===== config.mk =====
export PLATFORM = sky130hd
export DESIGN_NAME = ins_fetch
export DESIGN_NICKNAME = d
export VERILOG_FILES = /design/src/rtl/simple_processor_pkg.sv /design/src/rtl/fetch_buf.sv /design/src/rtl/ins_fetch.sv
export SDC_FILE = /design/constraint.sdc
export NUM_CORES = 1
export LEC_CHECK = 0
export BUFFER_PORTS_ARGS = -buffer_cell sky130_fd_sc_hd__buf_2
export CAP_MARGIN = 20
export CELL_PAD_IN_SITES_DETAIL_PLACEMENT = 0
export CELL_PAD_IN_SITES_GLOBAL_PLACEMENT = 1
export CORE_ASPECT_RATIO = 0.8
export CORE_MARGIN = 2
export CORE_UTILIZATION = 39
export CTS_BUF_LIST = sky130_fd_sc_hd__clkbuf_4
export DETAILED_ROUTE_END_ITERATION = 8
export HOLD_SLACK_MARGIN = 0.12
export PLACE_DENSITY_LB_ADDON = 0.15
export RECOVER_POWER = 25
export SETUP_SLACK_MARGIN = 0.02
export SLEW_MARGIN = 25
export SYNTH_ARGS = -nofsm -noshare
export SYNTH_HDL_FRONTEND = slang
export SYNTH_HIERARCHICAL = 1
export SYNTH_SLANG_ARGS = --single-unit

===== constraint.sdc =====
create_clock -name clk_i -period 2.8 [get_ports clk_i]
set_input_delay 0.42 -clock clk_i [delete_from_list [all_inputs] [get_ports clk_i]]
set_output_delay 0.42 -clock clk_i [all_outputs]
set_load 0.01 [all_outputs]

===== src/rtl/simple_processor_pkg.sv =====
// Shared types and widths for the instruction fetch front end.
//   DATA_WIDTH  : IMEM word width (two halfword instructions per word)
//   ADDR_WIDTH  : byte address width of the PC and IMEM
//   INSTR_WIDTH : width of one compressed instruction
//   TAG_WIDTH   : word-address part of the PC kept as the buffer tag
package simple_processor_pkg;

  localparam int DATA_WIDTH  = 32;
  localparam int ADDR_WIDTH  = 32;
  localparam int INSTR_WIDTH = 16;
  localparam int TAG_WIDTH   = ADDR_WIDTH - 2;

  typedef enum logic [1:0] {
    S_IDLE  = 2'd0,
    S_REQ   = 2'd1,
    S_VALID = 2'd2
  } fetch_state_t;

endpackage


===== src/rtl/fetch_buf.sv =====
// One-word instruction buffer with word tag and valid bit.
//   clk_i, arst_ni : clock, async active-low reset
//   load_i         : capture data_i/tag_i and mark valid
//   inv_i          : drop valid (data and tag are kept; load wins over inv)
//   data_o/tag_o/valid_o : buffered word, its word address, valid flag
module fetch_buf
  import simple_processor_pkg::*;
(
  input  logic                  clk_i,
  input  logic                  arst_ni,
  input  logic                  load_i,
  input  logic                  inv_i,
  input  logic [DATA_WIDTH-1:0] data_i,
  input  logic [TAG_WIDTH-1:0]  tag_i,
  output logic [DATA_WIDTH-1:0] data_o,
  output logic [TAG_WIDTH-1:0]  tag_o,
  output logic                  valid_o
);

  always_ff @(posedge clk_i or negedge arst_ni) begin
    if (!arst_ni) begin
      data_o  <= '0;
      tag_o   <= '0;
      valid_o <= 1'b0;
    end else if (load_i) begin
      data_o  <= data_i;
      tag_o   <= tag_i;
      valid_o <= 1'b1;
    end else if (inv_i) begin
      valid_o <= 1'b0;
    end
  end

endmodule


===== src/rtl/ins_fetch.sv =====
// Instruction fetch unit: halfword PC, single outstanding IMEM read, and a
// one-word buffer so the second halfword of a word needs no IMEM access.
//   clk_i, arst_ni          : clock, async active-low reset
//   imem_req_o/imem_addr_o  : IMEM read request and word-aligned address
//   imem_ack_i/imem_rdata_i : IMEM read data valid and data
//   stall_i                 : downstream hold of PC and presented word
//   valid_pc_i              : decoder verdict, 0 = illegal -> restart at boot
//   if_valid_o/if_rdata_o/if_addr_o : presented word and PC
module ins_fetch
  import simple_processor_pkg::*;
#(
  parameter logic [ADDR_WIDTH-1:0] BOOT_ADDR = 32'h0000_0000
) (
  input  logic                  clk_i,
  input  logic                  arst_ni,
  output logic                  imem_req_o,
  output logic [ADDR_WIDTH-1:0] imem_addr_o,
  input  logic                  imem_ack_i,
  input  logic [DATA_WIDTH-1:0] imem_rdata_i,
  input  logic                  stall_i,
  input  logic                  valid_pc_i,
  output logic                  if_valid_o,
  output logic [DATA_WIDTH-1:0] if_rdata_o,
  output logic [ADDR_WIDTH-1:0] if_addr_o
);

  // Boot PC with bit 0 cleared so the PC stays halfword aligned.
  localparam logic [ADDR_WIDTH-1:0] PC_RST = {BOOT_ADDR[ADDR_WIDTH-1:1], 1'b0};

  fetch_state_t          state_q, state_d;
  logic [ADDR_WIDTH-1:0] pc_q, pc_d, pc_inc;
  logic                  buf_load, buf_inv, buf_valid;
  logic [TAG_WIDTH-1:0]  buf_tag;

  // Wraps modulo 2^ADDR_WIDTH.
  assign pc_inc = pc_q + ADDR_WIDTH'(2);

  fetch_buf u_buf (
    .clk_i   (clk_i),
    .arst_ni (arst_ni),
    .load_i  (buf_load),
    .inv_i   (buf_inv),
    .data_i  (imem_rdata_i),
    .tag_i   (pc_q[ADDR_WIDTH-1:2]),
    .data_o  (if_rdata_o),
    .tag_o   (buf_tag),
    .valid_o (buf_valid)
  );

  // State and PC registers
  always_ff @(posedge clk_i or negedge arst_ni) begin
    if (!arst_ni) begin
      state_q <= S_IDLE;
      pc_q    <= PC_RST;
    end else begin
      state_q <= state_d;
      pc_q    <= pc_d;
    end
  end

  // Next state, next PC and buffer control. Acks are only honoured in
  // S_REQ, so a late ack from an abandoned request falls on the floor.
  always_comb begin
    state_d  = state_q;
    pc_d     = pc_q;
    buf_load = 1'b0;
    buf_inv  = 1'b0;
    case (state_q)
      S_IDLE: state_d = S_REQ;
      S_REQ: begin
        if (imem_ack_i) begin
          buf_load = 1'b1;
          state_d  = S_VALID;
        end
      end
      S_VALID: begin
        if (!stall_i) begin
          if (valid_pc_i) begin
            pc_d = pc_inc;
            // Stepping into the upper halfword of the buffered word is free.
            if (pc_inc[ADDR_WIDTH-1:2] != buf_tag) begin
              buf_inv = 1'b1;
              state_d = S_REQ;
            end
          end else begin
            // Illegal instruction: always refetch from boot, even on a tag hit.
            pc_d    = PC_RST;
            buf_inv = 1'b1;
            state_d = S_REQ;
          end
        end
      end
      default: state_d = S_IDLE;
    endcase
  end

  // Outputs
  always_comb begin
    imem_req_o  = (state_q == S_REQ);
    imem_addr_o = {pc_q[ADDR_WIDTH-1:2], 2'b00};
    if_valid_o  = (state_q == S_VALID) && buf_valid;
    if_addr_o   = pc_q;
  end

endmodule

# Word level (Yosys, flattened, before mapping)

Index checks and enable logic that the tools add are counted.
Widths: inputs -> output; s select.

$add $sub $neg: 1
Equality and inequality tests: 6
Multiplexer cells: 14
Reduce and logical (&&, ||, !) cells: 5
Bitwise gates (word level): 1

Operators with widths:

| cell                  | count |
|---|---|
| $add 32x2->32 const B | 1 |
| $mux 32               | 1 |
| $ne 30x30->1          | 1 |
| $mux 1                | 8 |
| $mux 2                | 4 |
| $pmux 2 s3            | 1 |
| $ne 3x3->1 const B    | 1 |
| $reduce_and 3->1      | 1 |
| $eq 2x1->1 const B    | 1 |
| $eq 2x2->1 const B    | 1 |
| $logic_not 2->1       | 1 |
| $ne 2x1->1 const B    | 1 |
| $ne 2x2->1 const B    | 1 |
| $reduce_and 2->1      | 1 |
| $reduce_bool 2->1     | 1 |
| $logic_and 1x1->1     | 1 |
| $not 1->1             | 1 |

Output and inout port bits: 98
Word-level logic and storage cells: 32
Bits in registers: 97
Input port bits: 37

# Longest topological paths before layout

Gate-level depths: netlist of run 1.

Word-level depth: 8
Mapped depth: 12
Mapped depth without buffers: 11

# By module

The synthesis of run 1 kept the hierarchy.

By module, submodules not included:

| module    | seq. area each (um2) | times used | area an instance (um2) | cells each |
|---|---|---|---|---|
| ins_fetch | 825.8                | 1          | 3114.2                 | 393 |
| fetch_buf | 1576.5               | 1          | 2638.8                 | 134 |

# Least setup slack after synthesis of run 1

Ideal clock, no wire load.

Path kind: register to register
From: register pc_q[2], in the netlist if_addr_o[2]
To: register state_q[0]
Cell stages (with the launch flop): 11
Data required time: 2681 ps
Slack: -14 ps
Arrival time: 2695 ps
Path buffers: 1
Setup time: 119 ps
Clock period less this slack: 2814 ps
Cell sequence: dfrtp_1 > ha_1 > clkbuf_1 > nand4_1 > nor2_1 > nand4_1 > xnor2_1 > or4_4 > nor4_2 > a41oi_1 > o21a_1

Longest elaborated chain between the ends: 4

Ends and longest elaborated chain:

| what                              | line            | source |
|---|---|---|
| from (decl)                       | ins_fetch.sv:31 | `logic [ADDR_WIDTH-1:0] pc_q, pc_d, pc_inc;` |
| from (signal assigned)            | ins_fetch.sv:57 | `pc_q <= pc_d;` |
| $add 32x2->32                     | ins_fetch.sv:36 | `assign pc_inc = pc_q + ADDR_WIDTH'(2);` |
| $ne 30x30->1                      | ins_fetch.sv:81 | `if (pc_inc[ADDR_WIDTH-1:2] != buf_tag) begin` |
| $ne 3x3->1 (no source line)       | --              |  |
| $reduce_and 3->1 (no source line) | --              |  |
| to (signal assigned)              | ins_fetch.sv:56 | `state_q <= state_d;` |
| to (decl)                         | ins_fetch.sv:30 | `fetch_state_t state_q, state_d;` |

Every way passes these cells.
A chain may end at the register's enable or synchronous reset.

# Worst setup path in the final report of run 1

From: register pc_q[1], in the netlist if_addr_o[1]
To: register u_buf.valid_o

Longest elaborated chain between the ends: 7

Ends and longest elaborated chain:

| what                               | line            | source |
|---|---|---|
| $add 32x2->32                      | ins_fetch.sv:36 |  |
| $ne 30x30->1                       | ins_fetch.sv:81 |  |
| $mux 1                             | ins_fetch.sv:81 |  |
| $mux 1                             | ins_fetch.sv:78 | `if (valid_pc_i) begin` |
| $mux 1                             | ins_fetch.sv:77 | `if (!stall_i) begin` |
| $mux 1                             | ins_fetch.sv:68 | `case (state_q)` |
| via buf_inv                        | ins_fetch.sv:32 | `logic buf_load, buf_inv, buf_valid;` |
| $reduce_bool 2->1 (no source line) | --              |  |
| to (signal assigned)               | fetch_buf.sv:24 | `valid_o <= 1'b0;` |
| to (signal assigned)               | fetch_buf.sv:28 | `valid_o <= 1'b1;` |
| to (signal assigned)               | fetch_buf.sv:30 | `valid_o <= 1'b0;` |
| to (decl)                          | fetch_buf.sv:17 | `output logic valid_o` |

The timed path passes the listed nets, and every way through them passes these cells.

==> results of run 1 <==
-- power breakdown --
group / switching, W / internal (W)
sequential: 0.000408 / 0.00187
combinational: 0.00141 / 0.00155
clock: 0.000529 / 0.000293
total: 0.00235 / 0.00371
-- layout make-up --
class	count	area [sq um]	area share
Tap cell	184	230	0.0329
Multi-Input combinational cell	359	2910	0.416
Inverter	7	26.3	0.00375
Sequential cell	96	2410	0.344
Timing Repair Buffer	203	1270	0.181
Clock buffer	9	67.6	0.00965
Clock inverter	7	88.8	0.0127
-- layer usage --
metal,up-vias,share of wire,wire (microns)
met5,-,0,0
met4,0,0.0098,153
met3,10,0.046,711
met2,124,0.45,6960
met1,2231,0.50,7790
li1,2140,-,-
-- synth_stat cells (2+ instances only) --
master	number	area (sq um)
dfrtp_1	96	2400
mux2_4	59	886
nand2_1	42	158
o21ai_0	36	180
buf_4	35	263
xnor2_1	25	219
nor2_1	21	78.8
nand4_1	20	125
o31ai_1	17	128
xor2_1	17	149
nand3_1	16	80.1
clkbuf_1	15	56.3
a21oi_1	14	70.1
a31oi_1	10	62.6
and3_1	9	56.3
nor3_1	9	45.0
buf_2	7	35.0
inv_1	7	26.3
buf_12	6	120
nor2b_1	5	31.3
a21o_1	4	30.0
and2_1	4	25.0
mux2_2	4	45.0
a41oi_1	3	26.3
and4_1	3	26.3
buf_6	3	33.8
nand2b_1	3	18.8
nor4_2	3	37.5
o21a_1	3	22.5
mux2i_1	2	20.0
nand4_2	2	25.0
nand4_4	2	42.5
nor4_4	2	42.5
o22ai_1	2	12.5
o41ai_1	2	17.5
or3_1	2	12.5
-- state kept, by name (all words and copies together) (netlist names) --
| name | flops |
|---|---|
| u_buf/tag_o | 30 |
| u_buf/valid_o | 1 |
| if_addr_o | 31 |
| u_buf/data_o | 32 |
| state_q | 2 |
-- worst max path at each step --
stage                          endpoint  depth (start not counted)  slack (ps)           from
after floorplan              state_q[0]                          9          30  if_addr_o[13]
after global placement       state_q[0]                          9         -10   if_addr_o[1]
after detailed placement     state_q[0]                          9         -80   if_addr_o[1]
after CTS                    state_q[0]                          9          30   if_addr_o[1]
after global routing      u_buf/valid_o                         11         -40   if_addr_o[1]
final                     u_buf/valid_o                         11         130   if_addr_o[1]
-- stage by stage --
step           utilization  worst slack (ps)  instances  setup TNS, ps
3_5_place_dp         0.455             -77.8        825           -144
6_report             0.488               135        865              0
4_1_cts              0.483              32.4        863              0
5_1_grt              0.488             -40.7        865          -40.7
3_3_place_gp         0.455             -14.2        825          -26.0
2_1_floorplan            -              25.5        529              0
-- what timing repair did --
item,CTS,global route
resized for setup,4,16
endpoints found under the setup margin,3,3
pin swaps,1,6
endpoints found under the hold margin,60,0
setup buffers,0,3
cloned,0,0
hold buffers,22,0
-- critical path: stages, from the launching register on --
cell	delay, ps
dfrtp_1	440
ha_4	260
xnor2_2	150
o211ai_1	110
a211oi_2	260
o2111ai_2	180
or4_4	570
nor4_4	210
and3_1	190
a21oi_1	60
inv_1	70
a21o_1	100
-- kinds of logic after synthesis --
logic type / count (synthesis) / synth area share
mux: 65 / 0.165
fa+ha+maj: 1 / 0.00217
simple gates: 151 / 0.152
flops: 96 / 0.418
compound gates: 97 / 0.104
xor+xnor: 42 / 0.0639
other cells: 1 / 0.000652
buf+inv: 74 / 0.0937
==> metrics.txt, run 1 <==
outcome=complete, no violations; Setup crit end kind=flip-flop; Ant. Diodes=0; Final Cell Area=7000 sq um; Mapped Cells=527; H-tree depth=3; crit path launch type=flip-flop; first-pass GRT wire length=24800 microns; Clock Latency Late Sink=500 ps; commonest non-fill, non-tap cells in the layout=buf_2, dfrtp_1, mux2_4; Worst R2R Setup Slack=130 ps; Seq/Total Area, Yosys=0.418; total number of vias=4505; grt total ovfl=0; boundary pin count=135; Crit Path Class=reg2reg; met2 GRT Util=0.304; crit path time final=2670 ps; cts bufs inserted=9; period utilisation layout=0.952; Post-synth EDFFs=0; peak supply drop=464 uV; Clock Sinks=96; ratio of total power to cell area=866 nW/um^2; Synth async-reset ratio=1.00; IO buf count=131; clock buffer depth=2; FF-to-FF End=u_buf/valid_o; Die Height=113 microns; Synth Register Bits=96; Unique masters post-synth=53; Final Hold Fails=0; RSZ-0062 raised after global routing=yes; launch point of the worst reg-to-reg path=if_addr_o[1]; slew margin rel.=0.309; Final ANT Viol Nets=0; Fillers=1365; site row count=39; M3 GR Usage=0.0380; WL per Instance=18.1 microns; f_max=375 MHz; fraction of layout cells with a size suffix above 1=0.426; Worst Path Arrival=3100 ps; CTS root buf=clkbuf_4; commonest non-fill, non-tap cell in the layout=buf_2; final net count=714; P_leak=3.41 nW; Final Max Tran Viols=0; Layout area overhead=21.6%; TritonRoute pass-1 iters=5; largest net degree at the start of global routing=58; Die X=140 microns; Residual DRC=0; grt peak-use layer=met2; maximum capacitance violations=0; Starting DRT DRC Count=259; hold path start=imem_rdata_i[21]; worst path required time=3240 ps; Placed Area=6530 sq um; Routed Wire Length=15600 microns; Via-to-Cell Ratio=5.21; Power, Total=0.00606 W; reg2reg path depth=11; Post-Route Skew=22.3 ps; Starting Density=0.401; Syn. warnings=6; met1 usage=0.301; Cells on Worst Hold Path=2; core area=14300 sq um; CP Max Fanout=2; worst-margin pin slew=1040 ps; CTS tree=yes; Die ar.=15700 sq um; Mapped Area=5750 sq um; WHS Endpoint=u_buf/data_o[21]; hold slack=156 ps; initial antenna violation count=0; hpwl dp=11000 microns; vias in the first global route=4334; worst hold-check path type=in2reg; clock-pin transition on the worst setup and hold timing paths=160 ps; Finish-stage setup viols=0; overall routing resource usage=0.202; GPL Wtd Cong=0.877; ys flop type=dfrtp_1; synthesized area per cell=10.9 sq um
Power figures use the tool's default switching activity.
==> run 2, diff against run 1 <==
--- a/config.mk
+++ b/config.mk
@@ -11,7 +11,7 @@
 export CELL_PAD_IN_SITES_GLOBAL_PLACEMENT = 1
 export CORE_ASPECT_RATIO = 0.8
 export CORE_MARGIN = 2
-export CORE_UTILIZATION = 39
+export CORE_UTILIZATION = 38
 export CTS_BUF_LIST = sky130_fd_sc_hd__clkbuf_4
 export DETAILED_ROUTE_END_ITERATION = 8
 export HOLD_SLACK_MARGIN = 0.12
@@ -21,5 +21,4 @@
 export SLEW_MARGIN = 25
 export SYNTH_ARGS = -nofsm -noshare
 export SYNTH_HDL_FRONTEND = slang
-export SYNTH_HIERARCHICAL = 1
 export SYNTH_SLANG_ARGS = --single-unit
==> run 2 against run 1 <==
Against the previous run:
- core utilization up 0.19 points
- power is 30% lower
- sequential share of layout area rose by 1.5 points
- non-clock buffer count increased by 6
- global-route usage shrank 1.0 points
- fmax grew 0.43%
- setup slack improved by 11 ps
- wire length decreased by 8.8%
- count of clock-buffer cells in the layout did not move
- synthesized cell count rose by 1.5%
- final area fell by 3.8%
- critical path type unchanged
==> metrics.txt, run 2 <==
outcome=complete, no violations; H-tree depth=3; period utilisation layout=0.948; IO buf count=131; slowest CP cell=or4_1; hold path start=imem_ack_i; Routed Wire Length=14200 microns; initial antenna violation count=0; Via-to-Cell Ratio=5.12; peak supply drop=453 uV; vias in the first global route=4339; worst-margin pin slew=1330 ps; Clock Latency Late Sink=500 ps; slew margin rel.=0.114; Placed Instances=813; Residual DRC=0; hpwl dp=10200 microns; ratio of total power to cell area=630 nW/um^2; Syn. warnings=0; Die ar.=15200 sq um; commonest non-fill, non-tap cells in the layout=buf_2, dfrtp_1, nand2_1; Cells on Worst Hold Path=3; Seq/Total Area, Yosys=0.444; overall routing resource usage=0.191; cts bufs inserted=9; reg2reg path depth=7; CTS root buf=clkbuf_4; clock buffer depth=2; Die X=137 microns; P_leak=3.19 nW; crit path time final=2650 ps; Power, Total=0.00424 W; top post-synthesis cells by count=dfrtp_1, nand2_1, mux2_2; core area=13700 sq um; Post-synth EDFFs=0; WL per Instance=16.4 microns; synthesized area per cell=10.1 sq um; Fillers=1329; Synth Register Bits=96; clock-pin transition on the worst setup and hold timing paths=160 ps; Layout area overhead=24.3%; Synth top area share=0.444; TritonRoute pass-1 iters=5; fraction of layout cells with a size suffix above 1=0.414; Final Max Tran Viols=0; Crit Path Class=reg2reg; worst path required time=3200 ps; FF+latch area=2410 sq um; Post-Route Skew=21.6 ps; critical path, cell by cell=nand2_1, or3_4, or4_1, a221o_1, nor4_2, nand4_1, a21o_1; maximum capacitance violations=0; Finished Layout Cells=870; crit path launch type=flip-flop; CTS tree=yes; ys flop type=dfrtp_1; Starting Density=0.394; max reg flops=32; f_max=377 MHz; GPL Wtd Cong=0.856; area leader, netlist=dfrtp_1; top post-synthesis cells by area=dfrtp_1, mux2_2, nand2_1; worst hold-check path type=in2reg; Ant. Diodes=0; most frequent cell after synthesis=dfrtp_1; Unique masters post-synth=57; first-pass GRT wire length=22600 microns; Synth async-reset ratio=1.00; Worst R2R Setup Slack=150 ps; largest net degree at the start of global routing=55; final net count=723; Final Hold Fails=0; Final ANT Viol Nets=0; Mapped Cells=535; Clock Sinks=96; grt total ovfl=0; Worst Path Arrival=3050 ps; Starting DRT DRC Count=202; CP Max Fanout=7; CP peak stage delay=470 ps; Setup crit end kind=flip-flop; Biggest register=u_buf.data_o; boundary pin count=135; multi-input logic area=2590 sq um; Die Height=111 microns; commonest non-fill, non-tap cell in the layout=buf_2; FF-to-FF End=state_q[0]; Mapped Area=5410 sq um; launch point of the worst reg-to-reg path=if_addr_o[7]; WHS Endpoint=state_q[0]; total number of vias=4453; Finish-stage setup viols=0; site row count=38
## run 2: changes by cell type in the layout (fill, tap and decap cells not counted), sizes merged, moves of 5 or more
cell and delta:
nand2 +42, o21ai -26, dlygate4sd3 +11, nor2 -11
and3 -7, nand4 -7, a31oi -6, or3 +6
buf -5
## run 2: cell families (layout without fill, tap and decap cells)
logic type	count (synthesis)	count (layout)	synth area share
and+or+nand+nor	187	187	0.181
DFF	96	96	0.444
buffers and inverters	77	230	0.0858
AOI/OAI and AO/OA	69	69	0.0878
muxes	65	65	0.135
xor gates and xnor gates	39	39	0.0631
adders and majority gates	1	1	0.00231
other	1	3	0.000693
## run 2: per-stage QoR
step,TNS [ps],util,hold WS [ps],area (sq um),worst slack [ps]
global placement,0,0.450,485,6180,162
floorplan,0,-,124,5420,357
CTS,0,0.483,194,6640,40.9
detailed placement,0,0.450,490,6180,50.3
finish,0,0.490,242,6730,146
global route,-7.43,0.490,214,6730,-7.43
## run 2: worst max-delay path: cells and delay by family, from the launching register on
kind	cells	cell delay, ps
and+or+nand+nor	5	1490
AOI/OAI and AO/OA	2	600
DFF	1	460
## run 2: final cells by class
class / instances / area share
multi-input combinational: 364 / 0.386
inverter: 5 / 0.00279
tap: 180 / 0.0335
clock inverter: 7 / 0.00930
clock buffer: 9 / 0.0100
timing repair buffer: 209 / 0.200
sequential: 96 / 0.359
## run 2: power breakdown
part | leakage [nW] | switching [W] | internal, W
sequential | 1.22 | 0.000206 | 0.00170
combinational | 1.91 | 0.000791 | 0.000812
clock | 0.0630 | 0.000528 | 0.000200
## run 2: what timing repair did
| item | in CTS | in global routing |
|---|---|---|
| resized for setup | 0 | 18 |
| setup buffers | 0 | 8 |
| hold buffers | 33 | 0 |
| setup endpoints to repair | 0 | 3 |
| hold endpoints to repair | 84 | 0 |
## run 2: worst max-delay path by stage
stage	startpoint	to	slack [ps]	cells after the start
floorplan	if_addr_o[2]	state_q[0]	360	8
global placement	if_addr_o[1]	state_q[0]	160	8
global route	if_addr_o[8]	state_q[0]	-7	9
finish	if_addr_o[7]	state_q[0]	150	7
detailed placement	if_addr_o[16]	state_q[0]	50	7
CTS	if_addr_o[16]	state_q[0]	40	7
## run 2: per-layer routing
metal,vias to the layer above,GRT usage,wire length (microns)
li1,2141,-,-
met1,2151,0.274,6970
met2,148,0.279,6160
met3,13,0.0585,928
met4,0,0.0509,193
met5,-,0,0
==> run 3, diff against run 2 <==
--- a/config.mk
+++ b/config.mk
@@ -11,7 +11,7 @@
 export CELL_PAD_IN_SITES_GLOBAL_PLACEMENT = 1
 export CORE_ASPECT_RATIO = 0.8
 export CORE_MARGIN = 2
-export CORE_UTILIZATION = 38
+export CORE_UTILIZATION = 46
 export CTS_BUF_LIST = sky130_fd_sc_hd__clkbuf_4
 export DETAILED_ROUTE_END_ITERATION = 8
 export HOLD_SLACK_MARGIN = 0.12
==> constraint.sdc (replaced) <==
create_clock -name clk_i -period 3.4 [get_ports clk_i]
set_input_delay 0.51 -clock clk_i [delete_from_list [all_inputs] [get_ports clk_i]]
set_output_delay 0.51 -clock clk_i [all_outputs]
set_load 0.01 [all_outputs]
==> run 3 against run 2 <==
Against the previous run:
- the flow now finishes with violations (max-capacitance violations, max-slew violations)
- non-clock buffer count shrank 68
- sequential cell count is the same
- sequential share of layout area grew 3.9 points
- critical endpoint unchanged
- largest cell class unchanged
- clock power shrank 17%
- combinational power shrank 26%
==> metrics.txt, run 3 (same netlist as run 2, synthesis figures left out) <==
initial antenna violation count=0; P_leak=2.88 nW; Worst Path Arrival=3390 ps; Starting DRT DRC Count=276; IO buf count=131; Final Max Tran Viols=82; Clock Latency Late Sink=480 ps; largest net degree at the start of global routing=82; CP Max Fanout=10; worst setup margin=409 ps; # hold bufs at CTS=0; RSZ-0062 raised after global routing=no; vias in the first global route=4005; peak supply drop=426 uV; max reg flops=32; Crit Path Class=reg2reg; slew margin rel.=-0.355; Post-Route Skew=16.5 ps; clock buffer depth=2; GPL Wtd Cong=0.896; Finish-stage setup viols=0; worst path required time=3790 ps; worst hold-check path type=in2reg; grt total ovfl=0; Die Height=101 microns; H-tree depth=3; crit path time final=2990 ps; Comb pwr share=0.348; CTS root buf=clkbuf_4; total number of vias=4166; critical path, cell by cell=ha_1, nand3_2, nor4_2, a31oi_1, nor4b_1, nor4bb_1, nand4_1, a21o_1; hpwl dp=9080 microns; commonest non-fill, non-tap cells in the layout=buf_2, dfrtp_1, nand2_1; Residual DRC=0; Post-CTS Setup Inserts=0; clock-pin transition on the worst setup and hold timing paths=160 ps; ratio of total power to cell area=561 nW/um^2; boundary pin count=135; slowest CP cell=nor4_2; f_max=334 MHz; final net count=655; first-pass GRT wire length=21300 microns; Post-CTS Resized=0; Final Hold Fails=0; Routed Wire Length=13000 microns; cts bufs inserted=9; outcome=finished, violations left; Starting Density=0.470; Clock Sinks=96; period utilisation layout=0.880; Psw=0.00123 W; Biggest register=u_buf.data_o; core area=11500 sq um; Seq pwr share=0.473; Int Pwr=0.00216 W; crit path launch type=flip-flop; hold slack=245 ps; Finished Core Util=0.524; Final ANT Viol Nets=0; CTS tree=yes; maximum capacitance violations=1; Die ar.=12700 sq um; WL per Instance=16.9 microns; Fin Setup TNS=0 ps; Ant. Diodes=0; Via-to-Cell Ratio=5.41; worst slack, placed=491 ps; TritonRoute pass-1 iters=4; Setup crit end kind=flip-flop; site row count=35; worst-margin pin slew=2030 ps; CP peak stage delay=660 ps; Layout area overhead=11.6%; overall routing resource usage=0.213; commonest non-fill, non-tap cell in the layout=buf_2; Die X=125 microns; fraction of layout cells with a size suffix above 1=0.378; violated checks=max-capacitance violations, max-slew violations; clock power share=0.179; Sw Share=0.363
==> run 3: cell types whose count changed in the layout (fill, tap and decap cells not counted), sizes merged <==
| cell | delta |
|---|---|
| clkinv | +1 |
| clkinvlp | -2 |
| inv | +1 |
| dlygate4sd3 | -32 |
| clkbuf | -1 |
| buf | -35 |
==> run 3: cell type report <==
cell class,instances,area (sq um)
Fill cell,1061,5480
Inverter,5,18.8
Multi-Input combinational cell,364,2560
Sequential cell,96,2400
Timing Repair Buffer,141,746
Clock inverter,7,61.3
Clock buffer,9,67.6
Tap cell,148,185
==> run 3: power by group through the flow <==
stage	clock (W)	sequential [W]	combinational, W
final	0.000607	0.00160	0.00118
after floorplan	0	0.00167	0.000701
after global placement	0	0.00160	0.00117
after global routing	0.000667	0.00165	0.00129
after detailed placement	0	0.00162	0.00120
after CTS	0.000627	0.00160	0.00120
==> run 3: metal layers <==
layer | vias up | share of wire | GRT usage
met5 | - | 0 | 0
met4 | 0 | 0.014 | 0.0632
met3 | 12 | 0.064 | 0.0547
met2 | 135 | 0.44 | 0.325
met1 | 2013 | 0.48 | 0.302
li1 | 2006 | - | -
==> run 3: worst max-delay path: cells and delay by family (launching register included) <==
family | cells | cell delay [ps]
compound gates | 2 | 380
fa+ha+maj | 1 | 300
flops | 1 | 470
simple gates | 5 | 1760
==> run 3: metrics by stage <==
stage | cell area, sq um | power, W | cells
2_1_floorplan | 5420 | 0.00238 | 537
3_3_place_gp | 5900 | 0.00277 | 753
3_5_place_dp | 5900 | 0.00281 | 753
4_1_cts | 6030 | 0.00343 | 769
5_1_grt | 6040 | 0.00361 | 770
6_report | 6040 | 0.00339 | 770
==> run 3: worst paths after layout <==
kind	start	end	slack (ps)	cells after the start
max	if_addr_o[2]	state_q[0]	410	8
min	imem_rdata_i[23]	u_buf.data_o[23]	240	2
max reg2reg	if_addr_o[2]	state_q[0]	410	8
min reg2reg	u_buf.data_o[31]	u_buf.data_o[31]	520	1
max in group asynchronous	arst_ni	u_buf.data_o[7]	1070	2
min in group asynchronous	arst_ni	if_addr_o[11]	1100	2
